<file path="src/rtl/map_loader_pkg.sv">
// Shared definitions for the map loader: FSM encoding, level limits,
// default geometry and the row address width used by the ROM interface.
package map_loader_pkg;

    typedef enum logic [1:0] {
        ST_IDLE  = 2'd0,
        ST_ISSUE = 2'd1,
        ST_DRAIN = 2'd2,
        ST_DONE  = 2'd3
    } state_t;

    localparam int ROWS_DEFAULT  = 8;
    localparam int WIDTH_DEFAULT = 8;
    localparam int ADDR_W        = 3;
    localparam int LEVEL_W       = 2;

    localparam logic [LEVEL_W-1:0] LEVEL_MAX = 2'd2;

endpackage

</file>
<file path="src/rtl/map_loader_tagpipe.sv">
// Valid + row-address shift register that travels alongside each ROM read,
// so the returning data can be matched to the row it belongs to.
module map_loader_tagpipe
    import map_loader_pkg::*;
#(
    parameter int DEPTH = 2
) (
    input  logic              clk,
    input  logic              rst_n,
    input  logic              in_valid,
    input  logic [ADDR_W-1:0] in_addr,
    output logic              out_valid,
    output logic [ADDR_W-1:0] out_addr
);

    logic [DEPTH-1:0]  valid_sr;
    logic [ADDR_W-1:0] addr_sr [DEPTH];

    // Shift tags one stage per cycle; reset drops any in-flight requests
    always_ff @(posedge clk or negedge rst_n) begin
        if (!rst_n) begin
            valid_sr <= '0;
            for (int i = 0; i < DEPTH; i++) begin
                addr_sr[i] <= '0;
            end
        end else begin
            valid_sr[0] <= in_valid;
            addr_sr[0]  <= in_addr;
            for (int i = 1; i < DEPTH; i++) begin
                valid_sr[i] <= valid_sr[i-1];
                addr_sr[i]  <= addr_sr[i-1];
            end
        end
    end

    assign out_valid = valid_sr[DEPTH-1];
    assign out_addr  = addr_sr[DEPTH-1];

endmodule

</file>
<file path="src/rtl/map_loader.sv">
// Map loader: fetches ROWS rows of a selected level map from a pipelined
// ROM into a local row buffer and serves registered single-cell wall queries.
// Optional feature macro: MAP_LOADER_CHECKSUM_EN enables the XOR checksum
// accumulator; when undefined the checksum port is tied to zero.
module map_loader
    import map_loader_pkg::*;
#(
    parameter int ROM_LATENCY = 2,
    parameter int ROWS        = ROWS_DEFAULT,
    parameter int WIDTH       = WIDTH_DEFAULT
) (
    input  logic               clk,
    input  logic               rst_n,
    input  logic               start,
    input  logic [LEVEL_W-1:0] level,
    output logic [LEVEL_W-1:0] rom_sel,
    output logic [ADDR_W-1:0]  rom_addr,
    input  logic [WIDTH-1:0]   rom_data,
    output logic               busy,
    output logic               done,
    output logic               err,
    output logic               map_valid,
    input  logic [2:0]         cell_x,
    input  logic [2:0]         cell_y,
    output logic               cell_wall,
    output logic [WIDTH-1:0]   checksum
);

    localparam logic [ADDR_W-1:0] LAST_ROW = ADDR_W'(ROWS - 1);

    state_t              state;
    state_t              next_state;
    logic [ADDR_W-1:0]   addr_cnt;
    logic [LEVEL_W-1:0]  sel_q;
    logic                err_q;
    logic                valid_q;
    logic                wall_q;
    logic [WIDTH-1:0]    rows [ROWS];

    logic                accept;
    logic                reject;
    logic                issue_valid;
    logic                tag_valid;
    logic [ADDR_W-1:0]   tag_addr;
    logic                last_back;

    map_loader_tagpipe #(
        .DEPTH (ROM_LATENCY)
    ) u_tagpipe (
        .clk       (clk),
        .rst_n     (rst_n),
        .in_valid  (issue_valid),
        .in_addr   (addr_cnt),
        .out_valid (tag_valid),
        .out_addr  (tag_addr)
    );

    assign last_back = tag_valid && (tag_addr == LAST_ROW);

    // State register
    always_ff @(posedge clk or negedge rst_n) begin
        if (!rst_n) begin
            state <= ST_IDLE;
        end else begin
            state <= next_state;
        end
    end

    // Next-state and per-state control decode
    always_comb begin
        next_state  = state;
        accept      = 1'b0;
        reject      = 1'b0;
        issue_valid = 1'b0;
        busy        = 1'b0;
        done        = 1'b0;
        case (state)
            ST_IDLE: begin
                if (start) begin
                    if (level <= LEVEL_MAX) begin
                        accept     = 1'b1;
                        next_state = ST_ISSUE;
                    end else begin
                        reject = 1'b1;
                    end
                end
            end
            ST_ISSUE: begin
                busy        = 1'b1;
                issue_valid = 1'b1;
                if (addr_cnt == LAST_ROW) begin
                    next_state = ST_DRAIN;
                end
            end
            ST_DRAIN: begin
                busy = 1'b1;
                if (last_back) begin
                    next_state = ST_DONE;
                end
            end
            ST_DONE: begin
                done       = 1'b1;
                next_state = ST_IDLE;
            end
            default: begin
                next_state = ST_IDLE;
            end
        endcase
    end

    // Row address counter: walks rows while issuing, parks at 0 otherwise
    always_ff @(posedge clk or negedge rst_n) begin
        if (!rst_n) begin
            addr_cnt <= '0;
        end else if (state == ST_ISSUE && addr_cnt != LAST_ROW) begin
            addr_cnt <= addr_cnt + ADDR_W'(1);
        end else begin
            addr_cnt <= '0;
        end
    end

    // Level select, error pulse and map-complete flag
    always_ff @(posedge clk or negedge rst_n) begin
        if (!rst_n) begin
            sel_q   <= '0;
            err_q   <= 1'b0;
            valid_q <= 1'b0;
        end else begin
            err_q <= reject;
            if (accept) begin
                sel_q   <= level;
                valid_q <= 1'b0;
            end else if (state == ST_DRAIN && last_back) begin
                valid_q <= 1'b1;
            end
        end
    end

    // Row buffer: ROM data lands in the row its returning tag names
    always_ff @(posedge clk or negedge rst_n) begin
        if (!rst_n) begin
            for (int i = 0; i < ROWS; i++) begin
                rows[i] <= '0;
            end
        end else if (tag_valid) begin
            rows[tag_addr] <= rom_data;
        end
    end

    // Registered cell query against the current buffer contents
    always_ff @(posedge clk or negedge rst_n) begin
        if (!rst_n) begin
            wall_q <= 1'b0;
        end else begin
            wall_q <= rows[cell_y][cell_x];
        end
    end

`ifdef MAP_LOADER_CHECKSUM_EN
    logic [WIDTH-1:0] sum_q;

    // Running XOR of every captured row, restarted by each accepted load
    always_ff @(posedge clk or negedge rst_n) begin
        if (!rst_n) begin
            sum_q <= '0;
        end else if (accept) begin
            sum_q <= '0;
        end else if (tag_valid) begin
            sum_q <= sum_q ^ rom_data;
        end
    end

    assign checksum = sum_q;
`else
    assign checksum = '0;
`endif

    assign rom_sel   = sel_q;
    assign rom_addr  = addr_cnt;
    assign err       = err_q;
    assign map_valid = valid_q;
    assign cell_wall = wall_q;

endmodule

</file>
<file path="config.mk">
export PLATFORM = sky130hd
export DESIGN_NAME = map_loader
export DESIGN_NICKNAME = d
export VERILOG_FILES = /design/src/rtl/map_loader_pkg.sv /design/src/rtl/map_loader_tagpipe.sv /design/src/rtl/map_loader.sv
export SDC_FILE = /design/constraint.sdc
export NUM_CORES = 1
export LEC_CHECK = 0
export ABC_AREA = 1
export BUFFER_PORTS_ARGS = -buffer_cell sky130_fd_sc_hd__buf_2
export CAP_MARGIN = 0
export CELL_PAD_IN_SITES_DETAIL_PLACEMENT = 1
export CELL_PAD_IN_SITES_GLOBAL_PLACEMENT = 2
export CORE_ASPECT_RATIO = 1.25
export CORE_UTILIZATION = 38
export CTS_CLUSTER_SIZE = 28
export DETAILED_ROUTE_END_ITERATION = 10
export GPL_TIMING_DRIVEN = 0
export PLACE_DENSITY_LB_ADDON = 0.1
export RECOVER_POWER = 25
export SLEW_MARGIN = 20
export SYNTH_ARGS = -nofsm -noshare
export SYNTH_HDL_FRONTEND = slang
export SYNTH_SLANG_ARGS = --single-unit
</file>
<file path="constraint.sdc">
create_clock -name clk -period 2.6 [get_ports clk]
set_clock_uncertainty 0.1 [all_clocks]
set_input_delay 0.13 -clock clk [delete_from_list [all_inputs] [get_ports clk]]
set_output_delay 0.13 -clock clk [all_outputs]
set_load 0.03 [all_outputs]
</file>
==> run summary, run 1 <==
======================================================================================
Outcome                                                                      completed
Final net count                                                                    512
Worst vdd ir                                                                  0.535 mV
Crit-path cells                                                           nand2_1, inv_1, nand2_1, clkbuf_1, o21ai_0
Sequential-to-total area share from yosys stat                                   0.554
Total GRT Usage                                                                  0.223
Max Clk Rate                                                                   588 MHz
Initial core utilization                                                         0.397
Cell types with the highest counts after synthesis                        sky130_fd_sc_hd__nand2_1, sky130_fd_sc_hd__dfrtp_1, sky130_fd_sc_hd__o21ai_0, sky130_fd_sc_hd__nand3_1, sky130_fd_sc_hd__inv_1
Die boundary width                                                             90.3 µm
Launching element type of the critical path                                   register
Dominant cell type by area after synthesis                                sky130_fd_sc_hd__dfrtp_1
Number of DRC markers after the initial detailed-route iteration                   135
Post-Synthesis Mean Instance Area                                             8.44 µm²
Top cells by area in the synthesized netlist                              sky130_fd_sc_hd__dfrtp_1, sky130_fd_sc_hd__nand2_1, sky130_fd_sc_hd__o21ai_0
Lkg Pwr                                                                        2.31 nW
Type of the worst min-delay path                                          primary input to register
Number of clock sinks                                                               82
Final hold violation count                                                           0
Flop and latch count out of synthesis                                               82
Maximum level of the CTS H-tree                                                      3
Worst-path fanout max                                                               10
Logic depth of the worst path, buffers included                                      5
Post-placement worst setup slack                                              0.908 ns
Max-slew headroom at the worst pin                                               0.336
Count of buffers added by post-CTS timing repair for setup                           0
Cell count after synthesis                                                         439
Setup repair after global routing missed its margin                                 no
Height of the die                                                               112 µm
End-of-flow core utilization                                                     0.469
Most instantiated library cell after synthesis                            sky130_fd_sc_hd__nand2_1
Actual slew at the worst max-slew pin                                         0.996 ns
Stage delay of the slowest cell on the critical path                           0.42 ns
Maximum number of pins on one net before global-route repair                        48
Design Power                                                                   4.12 mW
Data required time of the critical path                                        2.70 ns
Post-detailed-route count of antenna-violating nets                                  0
Max Buffers Root-to-Sink                                                             2
Initial antenna violation count                                                      0
Flip-flop cell with the highest count after synthesis                     sky130_fd_sc_hd__dfrtp_1
Routed wire length                                                             10.2 mm
Number of synthesis warnings                                                         0
Number of buffer and inverter instances along the worst setup path                   2
Via count                                                                         3064
Worst r2r dst                                                                 rows[50]
Category of the critical setup timing path                                register to register
Arrival @ worst endpoint                                                       1.80 ns
Count of cells along the worst register-to-register path                             5
Via count of the first global-routing pass                                        3235
Number of flops mapped to enable cells by yosys                                      0
DIE AREA                                                                     10100 µm²
Half-perimeter wire length after detailed placement                            7.29 mm
I/O Pins                                                                            37
Final worst-path setup slack                                                  0.900 ns
R2r startpoint                                                            u_tagpipe.out_addr[0]
Number of cells on the worst hold path                                               3
Worst-Skew Late Latency                                                        0.33 ns
Number of buffers added on ports                                                    25
Post-Synthesis Cell Area                                                      3700 µm²
Origin of the worst min-delay path                                               start
Share of synthesized flip-flops with an asynchronous set or reset                 1.00
Total negative slack                                                              0 ns
Weighted congestion reported at the end of routability-driven placement          0.749
Unique cell type count in the Yosys netlist                                         19
Post-layout minimum cycle time                                                 1.70 ns
Power density of the placed cells                                           942 nW/µm²
Fraction of synthesized cell area taken by the top area cell type                0.554
Total grt overflow                                                                   0
Vias per cell                                                                     4.98
Drt first pass iters                                                                 4
Placement row count                                                                 39
Count of final max-slew check failures                                               0
Worst path top cell family by delay                                       buffers and inverters
Clock-pin slew on the worst setup and hold paths                               0.06 ns
Crit-path slowest cell                                                    sky130_fd_sc_hd__clkbuf_1
Capturing element type of the critical path                                   register
Count of final setup violators                                                       0
Worst slack on hold paths                                                    0.0200 ns
Number of clock buffers inserted by TritonCTS                                        9
Cell at the root of the clock tree                                        sky130_fd_sc_hd__clkbuf_16
Fraction of layout instances using a drive strength above 1                      0.136
Reported max-cap violation count                                                     0
Wire length per cell after detailed routing                                    16.6 µm
Register-to-Register Setup Slack                                               0.90 ns
DRC violations left                                                                  0
Worst Hold End                                                                     err
Floorplan Core Area                                                           9320 µm²
First-pass GRT wire length                                                     17.2 mm
Number of diodes added for antenna fixing                                            0
Final worst path period share                                                    0.654
Most frequent CP cell                                                     sky130_fd_sc_hd__nand2_1
Clock tree from TritonCTS                                                         done
Synthesis-to-layout area growth                                                  18.0%
======================================================================================
==> sequential cells by signal (all words and copies together) (netlist names) <==
signal              flops
state                   2
rows                   64
err                     1
u_tagpipe.addr_sr       3
u_tagpipe.out_addr      3
rom_addr                3
map_valid               1
rom_sel                 2
cell_wall               1
u_tagpipe.valid_sr      2
==> where the power goes <==
group / total, mW / internal, mW / switching (mW) / leakage [nW]
logic: 1.04 / 0.361 / 0.679 / 1.31
clock network: 1.23 / 0.726 / 0.507 / 0.134
registers: 1.85 / 1.64 / 0.201 / 0.869
==> worst min-delay path, stage by stage <==
cell and delay [ns]:
sky130_fd_sc_hd__buf_2 0.10, sky130_fd_sc_hd__nand2_1 0.12, sky130_fd_sc_hd__nor2_1 0.06
==> per-stage QoR <==
step | instances | cell area, µm²
2_1_floorplan | 446 | 3730
3_3_place_gp | 594 | 4010
3_5_place_dp | 595 | 4040
4_1_cts | 615 | 4370
5_1_grt | 615 | 4370
6_report | 615 | 4370
==> area by class of cell <==
type | instances | area, µm²
fillers | 1154 | 4950
flip-flops and latches | 82 | 2050
multi-input cells | 313 | 1390
clock buffers | 13 | 270
repair buffers | 30 | 193
plain buffers | 27 | 191
well taps | 123 | 154
inverters | 24 | 97.6
clock inverters | 3 | 22.5
==> cell families after synthesis <==
kind of cell / synth area share
and+or+nand+nor: 0.252
buffers and inverters: 0.0780
AOI/OAI and AO/OA: 0.0946
adders and majority gates: 0.0203
DFF: 0.554
other: 0.00101
==> routing by layer <==
metal / wire [µm] / vias up / GRT usage
li1: - / 1498 / -
met1: 4730 / 1517 / 0.284
met2: 5090 / 39 / 0.383
met3: 228 / 10 / 0.0305
met4: 155 / 0 / 0.0871
met5: 0 / - / 0
==> how the worst max path moves through the flow <==
stage / startpoint / endpoint / slack [ns]
floorplan: rom_addr[0] / state[0] / 1.09
global placement: rst_n / rows[5] / 0.59
detailed placement: u_tagpipe.out_addr[0] / rows[50] / 0.91
CTS: u_tagpipe.out_addr[0] / rows[50] / 0.87
global route: u_tagpipe.out_addr[0] / rows[61] / 0.76
finish: u_tagpipe.out_addr[0] / rows[50] / 0.90
==> cells in the final DEF (no fill, tap or decap), drive strengths merged, types with 4 or more instances in the layout <==
cell / n
nand2: 161
nand3: 55
clkbuf: 18
conb: 8
ha: 6
dlygate4sd3: 4
buf: 48
inv: 24
o21ai: 64
nor2: 13
dfrtp: 82
==> what timing repair did <==
action	in CTS	in global routing
hold buffers	4	0
resized for setup	0	0
endpoints found under the hold margin	39	0
(Power assumes the default switching activity.)
==> inputs of run 2 (changes only) <==
- CORE_UTILIZATION: 38 -> 35
- clock period: 2.6 -> 1.78 ns (I/O delays scaled with it)
==> run summary, run 2 (synthesized netlist as in run 1, its figures left out) <==
======================================================================================
Post-detailed-route count of antenna-violating nets                                  0   unchanged
Height of the die                                                               117 µm   +4.1%
I/O Pins                                                                            37   unchanged
Final worst path period share                                                    0.928   +0.274
Clock tree from TritonCTS                                                         done
Commonest cells after routing, fill and taps aside                        sky130_fd_sc_hd__nand2_1, sky130_fd_sc_hd__dfrtp_1, sky130_fd_sc_hd__o21ai_0
Fraction of layout instances using a drive strength above 1                      0.136   -0.000551
R2r startpoint                                                                state[1]
Total GRT Usage                                                                  0.215   -0.00749
Number of clock buffers inserted by TritonCTS                                        9   unchanged
Max-slew headroom at the worst pin                                               0.287   -0.0494
Count of final setup violators                                                       0   unchanged
Total negative slack                                                              0 ns   unchanged
Number of DRC markers after the initial detailed-route iteration                   106   -21%
Lkg Pwr                                                                        2.35 nW   +1.7%
Crit-path cells                                                           inv_1, ha_1, nand2_1, nor2_1, dlygate4sd3_1
Via count                                                                         3069   +0.16%
Worst Hold End                                                                rows[46]
Wire length per cell after detailed routing                                    16.8 µm   +1.5%
Initial core utilization                                                         0.363   -0.0346
Count of cells along the worst register-to-register path                             5   unchanged
Type of the worst min-delay path                                          primary input to register
Worst r2r dst                                                                      err
Worst-path fanout max                                                                4   -6
Final net count                                                                    514   +0.39%
Synthesis-to-layout area growth                                                  19.9%
Worst slack on hold paths                                                    0.0499 ns   +0.0299 ns
Vias per cell                                                                     4.93   -1.1%
Most common cell after layout, fill and taps aside                        sky130_fd_sc_hd__nand2_1
Stage delay of the slowest cell on the critical path                           0.55 ns   +0.13 ns
Count of final max-slew check failures                                               0   unchanged
Actual slew at the worst max-slew pin                                          1.07 ns   +0.0740 ns
DIE AREA                                                                     11000 µm²   +8.4%
Launching element type of the critical path                                   register
Die boundary width                                                             94.0 µm   +4.1%
Register-to-Register Setup Slack                                               0.13 ns   -0.77 ns
Weighted congestion reported at the end of routability-driven placement          0.740   -1.1%
Placement row count                                                                 41   +5.1%
Half-perimeter wire length after detailed placement                            7.40 mm   +1.5%
Outcome                                                                      completed
First-pass GRT wire length                                                     17.3 mm   +0.36%
Max Clk Rate                                                                   605 MHz   +2.9%
Data required time of the critical path                                        1.95 ns   -0.75 ns
Via count of the first global-routing pass                                        3207   -0.87%
Number of diodes added for antenna fixing                                            0   unchanged
Power density of the placed cells                                          1420 nW/µm²   +51%
Arrival @ worst endpoint                                                       1.83 ns   +0.03 ns
Number of cells on the worst hold path                                               3   unchanged
Final hold violation count                                                           0   unchanged
Number of flip-flops under the largest register name                                64   unchanged
Setup repair after global routing missed its margin                                 no
Layout filler cell count                                                          1238   +7.3%
Top reg by flops                                                                  rows
Number of clock sinks                                                               82   unchanged
Total grt overflow                                                                   0   unchanged
Max Buffers Root-to-Sink                                                             2   unchanged
DRC violations left                                                                  0   unchanged
Initial antenna violation count                                                      0   unchanged
Crit-path slowest cell                                                    sky130_fd_sc_hd__dlygate4sd3_1
Routed wire length                                                             10.5 mm   +2.8%
Drt first pass iters                                                                 4   unchanged
Worst vdd ir                                                                  0.766 mV   +43%
Category of the critical setup timing path                                register to register
Maximum number of pins on one net before global-route repair                        43   -10%
Floorplan Core Area                                                          10200 µm²   +9.5%
Worst-Skew Late Latency                                                        0.34 ns   about the same
Maximum level of the CTS H-tree                                                      3   unchanged
Number of buffers added on ports                                                    25   unchanged
Clock-pin slew on the worst setup and hold paths                               0.06 ns   about the same
Capturing element type of the critical path                                   register
Cell at the root of the clock tree                                        sky130_fd_sc_hd__clkbuf_16
Post-layout minimum cycle time                                                 1.65 ns   -0.0483 ns
Reported max-cap violation count                                                     0   unchanged
Count of buffers added by post-CTS timing repair for setup                           0   unchanged
Origin of the worst min-delay path                                         rom_data[6]
======================================================================================
-- run 2: per-layer routing --
metal / global-route usage / share of wire / vias up
li1: - / - / 1504
met1: 0.273 / 0.46 / 1516
met2: 0.370 / 0.50 / 38
met3: 0.0258 / 0.021 / 11
met4: 0.0933 / 0.018 / 0
met5: 0 / 0 / -
-- run 2: power by group --
part,internal [mW],switching (mW),leakage [nW],total [mW]
clock network,1.37,0.730,0.160,2.10
registers,2.40,0.293,0.869,2.70
logic,0.531,0.992,1.32,1.52
total,4.30,2.02,2.35,6.32
-- run 2: worst max-delay path by stage --
| stage | endpoint | cells after the start | from | slack (ns) |
|---|---|---|---|---|
| finish | err | 5 | state[1] | 0.13 |
| global route | err | 5 | state[1] | 0.01 |
| CTS | rows[36] | 5 | u_tagpipe.out_addr[0] | 0.14 |
| detailed placement | rows[55] | 5 | u_tagpipe.out_addr[0] | 0.02 |
| global placement | rows[5] | 1 | rst_n | -0.21 |
| floorplan | state[0] | 7 | rom_addr[0] | 0.27 |
-- run 2: what timing repair did --
| action | in CTS | in global routing |
|---|---|---|
| hold endpoints to repair | 45 | 0 |
| hold buffers | 6 | 0 |
| resized for setup | 1 | 0 |
| endpoints found under the setup margin | 1 | 0 |
-- run 2: cell type report --
| class | instances | area (µm²) | area share |
|---|---|---|---|
| timing repair buffer | 32 | 213 | 0.0479 |
| clock buffer | 11 | 233 | 0.0524 |
| sequential | 82 | 2050 | 0.462 |
| multi-input combinational | 313 | 1390 | 0.313 |
| tap | 129 | 161 | 0.0363 |
| clock inverter | 5 | 103 | 0.0231 |
| buffer | 27 | 193 | 0.0434 |
| inverter | 24 | 97.6 | 0.0220 |
-- run 2: critical path, delay by kind of cell, from the launching register on --
family,cells,cell delay [ns]
flip-flops,1,0.40
adder cells (fa/ha/maj),1,0.20
AND/OR/NAND/NOR,2,0.23
buffers and inverters,2,0.66
-- run 2: metrics by stage --
stage | setup WS, ns | instances | power, mW | cell area, µm² | utilization
final | 0.128 | 623 | 6.32 | 4440 | 0.435
after global placement | -0.210 | 600 | 4.17 | 4020 | 0.393
after global routing | 0.0145 | 623 | 6.75 | 4440 | 0.435
after floorplan | 0.271 | 446 | 3.76 | 3730 | -
after CTS | 0.142 | 623 | 6.42 | 4440 | 0.435
after detailed placement | 0.0151 | 601 | 4.26 | 4050 | 0.396
